File: src/rtl/chi_link_act_ctrl.sv
// chi_link_act_ctrl: CHI link-layer controller for one port pair.
// Runs the Tx activation/deactivation handshake and the Rx response handshake,
// tracks L-credits in both directions and round-robins the Tx link between
// NUM_REQ local flit requesters. Every output comes straight from a flop.
module chi_link_act_ctrl #(
   parameter int NUM_REQ      = 4,
   parameter int MAX_TX_CRD   = 15,
   parameter int MAX_RX_CRD   = 15,
   parameter int IDLE_TIMEOUT = 16
) (
   input  logic               ACLK,
   input  logic               ARESET,
   input  logic               link_en,
   input  logic [NUM_REQ-1:0] req,
   output logic [NUM_REQ-1:0] gnt,
   output logic               txlinkactivereq,
   input  logic               txlinkactiveack,
   input  logic               txlcrdv,
   output logic               tx_crd_ret,
   input  logic               rxlinkactivereq,
   output logic               rxlinkactiveack,
   output logic               rxlcrdv,
   input  logic               rxflitv,
   output logic [1:0]         tx_state,
   output logic [1:0]         rx_state,
   output logic               proto_err
);

   localparam int PTR_W  = (NUM_REQ > 1) ? $clog2(NUM_REQ) : 1;
   localparam int TXC_W  = $clog2(MAX_TX_CRD + 1);
   localparam int RXC_W  = $clog2(MAX_RX_CRD + 1);
   localparam int IDLE_W = $clog2(IDLE_TIMEOUT + 1);

   localparam logic [TXC_W-1:0]  TX_CRD_MAX = TXC_W'(MAX_TX_CRD);
   localparam logic [RXC_W-1:0]  RX_CRD_MAX = RXC_W'(MAX_RX_CRD);
   localparam logic [IDLE_W-1:0] IDLE_LIMIT = IDLE_W'(IDLE_TIMEOUT);

   typedef enum logic [1:0] {
      ST_STOP  = 2'd0,
      ST_ACT   = 2'd1,
      ST_RUN   = 2'd2,
      ST_DEACT = 2'd3
   } link_state_e;

   link_state_e        tx_state_q, tx_state_d;
   link_state_e        rx_state_q, rx_state_d;
   logic [IDLE_W-1:0]  idle_q, idle_d;
   logic [TXC_W-1:0]   tx_crd_q, tx_crd_d;
   logic [RXC_W-1:0]   rx_out_q, rx_out_d;
   logic [PTR_W-1:0]   ptr_q, ptr_d;
   logic [NUM_REQ-1:0] gnt_q, gnt_d;
   logic               txreq_q, txreq_d;
   logic               tx_crd_ret_q, tx_crd_ret_d;
   logic               rxack_q, rxack_d;
   logic               rxlcrdv_q, rxlcrdv_d;
   logic               proto_err_q, proto_err_d;

   logic               grant_ok;
   logic               found;
   int                 idx;
   logic [PTR_W-1:0]   sel;
   logic               tx_inc, tx_dec;
   logic               rx_inc, rx_dec;

   // Tx link FSM: activation handshake, idle timeout in Run, drain credits in Deact
   always_comb begin
      tx_state_d = tx_state_q;
      idle_d     = '0;
      case (tx_state_q)
         ST_STOP: begin
            if (link_en && (|req)) tx_state_d = ST_ACT;
         end
         ST_ACT: begin
            if (!link_en) tx_state_d = ST_DEACT;
            else if (txlinkactiveack) tx_state_d = ST_RUN;
         end
         ST_RUN: begin
            if (!link_en || (idle_q == IDLE_LIMIT)) tx_state_d = ST_DEACT;
            else if (!(|req)) idle_d = idle_q + IDLE_W'(1);
         end
         ST_DEACT: begin
            if (!txlinkactiveack && (tx_crd_q == '0) && !txlcrdv) tx_state_d = ST_STOP;
         end
         default: tx_state_d = ST_STOP;
      endcase
      txreq_d = (tx_state_d == ST_ACT) || (tx_state_d == ST_RUN);
   end

   // Round-robin arbiter: search from ptr, grant the first requester, move ptr past it
   always_comb begin
      gnt_d    = '0;
      ptr_d    = ptr_q;
      found    = 1'b0;
      idx      = 0;
      sel      = '0;
      grant_ok = (tx_state_q == ST_RUN) && (tx_state_d == ST_RUN) && (tx_crd_q != '0);
      for (int k = 0; k < NUM_REQ; k++) begin
         idx = int'(ptr_q) + k;
         if (idx >= NUM_REQ) idx = idx - NUM_REQ;
         sel = PTR_W'(idx);
         if (grant_ok && !found && req[sel]) begin
            found      = 1'b1;
            gnt_d[sel] = 1'b1;
            ptr_d      = (idx == NUM_REQ - 1) ? '0 : PTR_W'(idx + 1);
         end
      end
   end

   // Tx credit counter: receive on txlcrdv, spend on a grant or a credit-return flit
   always_comb begin
      tx_crd_ret_d = (tx_state_q == ST_DEACT) && (tx_crd_q != '0);
      tx_inc       = txlcrdv && (tx_state_q != ST_STOP) && (tx_crd_q != TX_CRD_MAX);
      tx_dec       = (|gnt_d) || tx_crd_ret_d;
      tx_crd_d     = tx_crd_q;
      if (tx_inc && !tx_dec) tx_crd_d = tx_crd_q + TXC_W'(1);
      else if (!tx_inc && tx_dec) tx_crd_d = tx_crd_q - TXC_W'(1);
   end

   // Rx link FSM and outstanding Rx credit counter
   always_comb begin
      rx_state_d = rx_state_q;
      case (rx_state_q)
         ST_STOP: begin
            if (rxlinkactivereq) rx_state_d = ST_ACT;
         end
         ST_ACT: begin
            rx_state_d = ST_RUN;
         end
         ST_RUN: begin
            if (!rxlinkactivereq) rx_state_d = ST_DEACT;
         end
         ST_DEACT: begin
            if (rx_out_q == '0) rx_state_d = ST_STOP;
         end
         default: rx_state_d = ST_STOP;
      endcase
      rxack_d   = (rx_state_d != ST_STOP);
      rxlcrdv_d = (rx_state_q == ST_RUN) && rxlinkactivereq && (rx_out_q != RX_CRD_MAX);
      rx_inc    = rxlcrdv_d;
      rx_dec    = rxflitv && (rx_out_q != '0);
      rx_out_d  = rx_out_q;
      if (rx_inc && !rx_dec) rx_out_d = rx_out_q + RXC_W'(1);
      else if (!rx_inc && rx_dec) rx_out_d = rx_out_q - RXC_W'(1);
   end

   // Sticky protocol error: credit overflow, credit while stopped, flit with no credit out
   always_comb begin
      proto_err_d = proto_err_q;
      if (txlcrdv && ((tx_state_q == ST_STOP) || (tx_crd_q == TX_CRD_MAX))) proto_err_d = 1'b1;
      if (rxflitv && (rx_out_q == '0)) proto_err_d = 1'b1;
   end

   // State and output registers; reset aborts everything at once
   always_ff @(posedge ACLK) begin
      if (ARESET) begin
         tx_state_q   <= ST_STOP;
         rx_state_q   <= ST_STOP;
         idle_q       <= '0;
         tx_crd_q     <= '0;
         rx_out_q     <= '0;
         ptr_q        <= '0;
         gnt_q        <= '0;
         txreq_q      <= 1'b0;
         tx_crd_ret_q <= 1'b0;
         rxack_q      <= 1'b0;
         rxlcrdv_q    <= 1'b0;
         proto_err_q  <= 1'b0;
      end else begin
         tx_state_q   <= tx_state_d;
         rx_state_q   <= rx_state_d;
         idle_q       <= idle_d;
         tx_crd_q     <= tx_crd_d;
         rx_out_q     <= rx_out_d;
         ptr_q        <= ptr_d;
         gnt_q        <= gnt_d;
         txreq_q      <= txreq_d;
         tx_crd_ret_q <= tx_crd_ret_d;
         rxack_q      <= rxack_d;
         rxlcrdv_q    <= rxlcrdv_d;
         proto_err_q  <= proto_err_d;
      end
   end

   assign gnt             = gnt_q;
   assign txlinkactivereq = txreq_q;
   assign tx_crd_ret      = tx_crd_ret_q;
   assign rxlinkactiveack = rxack_q;
   assign rxlcrdv         = rxlcrdv_q;
   assign tx_state        = tx_state_q;
   assign rx_state        = rx_state_q;
   assign proto_err       = proto_err_q;

endmodule

File: config.mk
export PLATFORM = sky130hd
export DESIGN_NAME = chi_link_act_ctrl
export DESIGN_NICKNAME = d
export VERILOG_FILES = /design/src/rtl/chi_link_act_ctrl.sv
export SDC_FILE = /design/constraint.sdc
export NUM_CORES = 1
export LEC_CHECK = 0
export ABC_AREA = 1
export CORE_MARGIN = 2
export CORE_UTILIZATION = 45
export CTS_CLUSTER_DIAMETER = 80
export DETAILED_ROUTE_END_ITERATION = 6
export PLACE_DENSITY = 0.67
export SYNTH_ARGS = -nofsm -noshare
export SYNTH_HDL_FRONTEND = slang
export SYNTH_SLANG_ARGS = --single-unit
File: constraint.sdc
create_clock -name ACLK -period 10.83 [get_ports ACLK]
set_input_delay 2.166 -clock ACLK [delete_from_list [all_inputs] [get_ports ACLK]]
set_output_delay 2.166 -clock ACLK [all_outputs]
set_load 0.02 [all_outputs]
==> flow_metrics.py <==
metrics = {
    "route": {
        "antenna_left": 0,
        "drt_first_pass_iters": 4,
        "drc": 0,
        "wl_per_cell_um": 10.6,
        "vias": 1620,
        "routed_wl_mm": 3.47,
        "dr_wl_met2_mm": 1.52,
        "wl_met1_mm": 1.78,
        "first_iter_violations": 51,
        "viasPerCell": 4.97,
        "top_layer": "met4",
        "wl_met3_um": 123,
    },
    "sta": {
        "fin_skew_ns": 0.00776,
        "hold_ws_ns": 0.457,
        "period_needed_ns": 5.75,
        "finalHoldViolCount": 0,
        "max_freq_ghz": 0.174,
        "finalSetupTns_ns": 0,
        "relSlewSlack_pct": 59.0,
        "rsz0062_at_grt": "no",
        "setup_viol": 0,
        "post-route-worst-setup-slack_ns": 5.08,
        "post-route-period-util_pct": 53.1,
        "drv_slew": 0,
        "worst_pin_slew_ns": 0.613,
    },
    "hold_path": {
        "min_path_type": "register to register",
    },
    "critical_path": {
        "critPathMaxFanout": 9,
        "startpoint_type": "primary input",
        "slowest_delay_ns": 0.43,
        "crit_arrival_ns": 5.95,
        "crit_path_top_delay_cell": "clkdlybuf4s50_1",
        "crit_required_ns": 11.03,
        "worst_setup_path_end_kind": "register",
        "crit_chain": "clkdlybuf4s50_1 > nor4_1 > o21ai_0 > a211oi_1 > ha_1 > nand3_1 > a21oi_2 > nand2_4 > nor2_8 > nand2_4 > o21ai_0 > nor2_1 > nand2_1 > nor2_1 > ha_1 > inv_1 > ha_1 > nand2_1 > nor2_1 > a211oi_1 > xor2_1 > nand2_1 > a21oi_1",
        "worstSetupPathType": "primary input to register",
    },
    "floorplanning": {
        "die-width_um": 67.1,
        "core_area_sq_um": 3740,
        "rows": 22,
        "start_util_pct": 47.9,
        "pin_count": 24,
        "dieHeight_um": 67.1,
        "die-area_sq_um": 4500,
    },
    "synthesis": {
        "yosysMostFrequentCell": "nand2_1",
        "synth_cell_types": 31,
        "avgSynthCellArea_sq_um": 7.05,
        "yosysSeqAreaShare_pct": 31.3,
        "synth_area_leader_cell": "dfxtp_1",
        "synth_edf_count": 0,
        "synth_top_area_share_pct": 31.3,
        "yosysWarningCount": 0,
        "ys_top_cells_by_area": "dfxtp_1, nand2_1, ha_1",
        "postSynthCellCount": 254,
        "synthFlopType": "dfxtp_1",
        "synth_top_cells_by_count": "nand2_1, nor2_1, dfxtp_1, inv_1, nand3_1",
        "async_flop_share_pct": 0,
        "synth_nets": 281,
        "syn_area_sq_um": 1790,
        "synth-seq-cells": 28,
    },
    "global_route": {
        "grt_usage_pct": 17.4,
        "grt_pass1_vias": 1404,
        "grt_antenna_before_repair": 0,
        "grt_max_degree": 17,
        "grt_first_pass_wirelength_mm": 6.03,
        "overflow": 0,
    },
    "layout": {
        "fin_cells": 326,
        "finish.utilization_pct": 56.5,
        "final_area_sq_um": 2120,
        "diodes": 0,
        "nNetsFinal": 307,
        "drive_gt1_share_pct": 7.91,
        "area_delta_synth_final_pct": 18.1,
    },
    "placed_design": {
        "place_ws_ns": 4.82,
        "dpl-instance-area_sq_um": 2070,
        "dp_cells": 323,
        "gp_congestion": 0.907,
        "hpwl_mm": 2.81,
        "port_buffers": 23,
    },
    "pwr": {
        "irDropWorstVdd_v": 0.0000748,
        "power_density_nw_per_um2": 155,
        "fin_total_pwr_mw": 0.329,
        "p_leak_nw": 0.973,
    },
    "clock_tree": {
        "cts.sinks": 28,
        "tritoncts": "yes",
        "clk-insertion-delay-late_ns": 0.27,
        "clk_pin_slew_ns": 0.09,
        "cts_max_level": 1,
        "cts_buffers": 3,
        "holdBufCountCts": 0,
        "root_buffer": "clkbuf_8",
        "cts_setup_buffers": 0,
        "post_cts_resized": 0,
        "clockBufferDepth": 2,
    },
    "run": {
        "drv_cap": 0,
    },
    "run_status": {
        "status": "finished, final reports clean",
    },
}
## flip-flops by register name (all words and copies together), names as in the netlist
name,flops
txlinkactivereq,1
tx_crd_q,4
rxlcrdv,1
tx_state,2
ptr_q,2
idle_q,5
proto_err,1
rxlinkactiveack,1
rx_state,2
gnt,4
rx_out_q,4
tx_crd_ret,1
## routing by layer
metal	global-route usage [%]	vias up
met5	0	-
met4	5.10	0
met3	3.55	5
met2	28.3	30
met1	23.0	712
li1	-	873
## cells in the final DEF (no fill, tap or decap), drive strengths merged
cell / n
a211oi: 3
a21oi: 13
a22oi: 1
a2bb2oi: 1
a31oi: 1
and2: 1
clkbuf: 3
clkdlybuf4s50: 23
dfxtp: 28
fa: 2
ha: 14
inv: 31
nand2: 58
nand3: 23
nand4: 2
nor2: 46
nor3: 2
nor4: 2
o21ai: 13
o22ai: 1
or2: 2
xnor2: 1
xor2: 7
## final timing paths
| kind | start | slack [ns] | to | cells past startpoint |
|---|---|---|---|---|
| worst max-delay path | req[0] | 5.08 | tx_crd_q[3]$_SDFFE_PP0P_ | 23 |
| worst min-delay path | proto_err$_SDFFE_PP0P_ | 0.46 | proto_err$_SDFFE_PP0P_ | 2 |
| worst max register to register | tx_crd_q[1]$_SDFFE_PP0P_ | 6.99 | tx_crd_q[3]$_SDFFE_PP0P_ | 24 |
| worst min register to register | proto_err$_SDFFE_PP0P_ | 0.46 | proto_err$_SDFFE_PP0P_ | 2 |
## worst max-delay path: cells and delay by family
family          cells  cell delay [ns]
fa+ha+maj           3             0.66
xor+xnor            1             0.17
simple gates       11             1.24
compound gates      6             1.15
buf+inv             2             0.54
## logic make-up after synthesis
group / count (synthesis) / synth area share, %
AO/OA/AOI/OAI: 33 / 10.5
flip-flops: 28 / 31.3
XOR/XNOR: 8 / 3.91
AND/OR/NAND/NOR: 136 / 35.3
buffers and inverters: 33 / 6.91
adder cells (fa/ha/maj): 16 / 12.0
## cell type report
cell class / count / area (sq um)
Clock buffer: 3 / 41.3
Fill cell: 373 / 1630
Inverter: 31 / 116
Multi-Input combinational cell: 193 / 1110
Sequential cell: 28 / 561
Tap cell: 48 / 60.1
Timing Repair Buffer: 23 / 230
## power breakdown
group | internal, mW | switching (mW) | total, mW
sequential | 0.121 | 0.0159 | 0.137
clock | 0.0250 | 0.0297 | 0.0547
combinational | 0.0587 | 0.0789 | 0.138
total | 0.204 | 0.124 | 0.329
(Power assumes the default switching activity.)
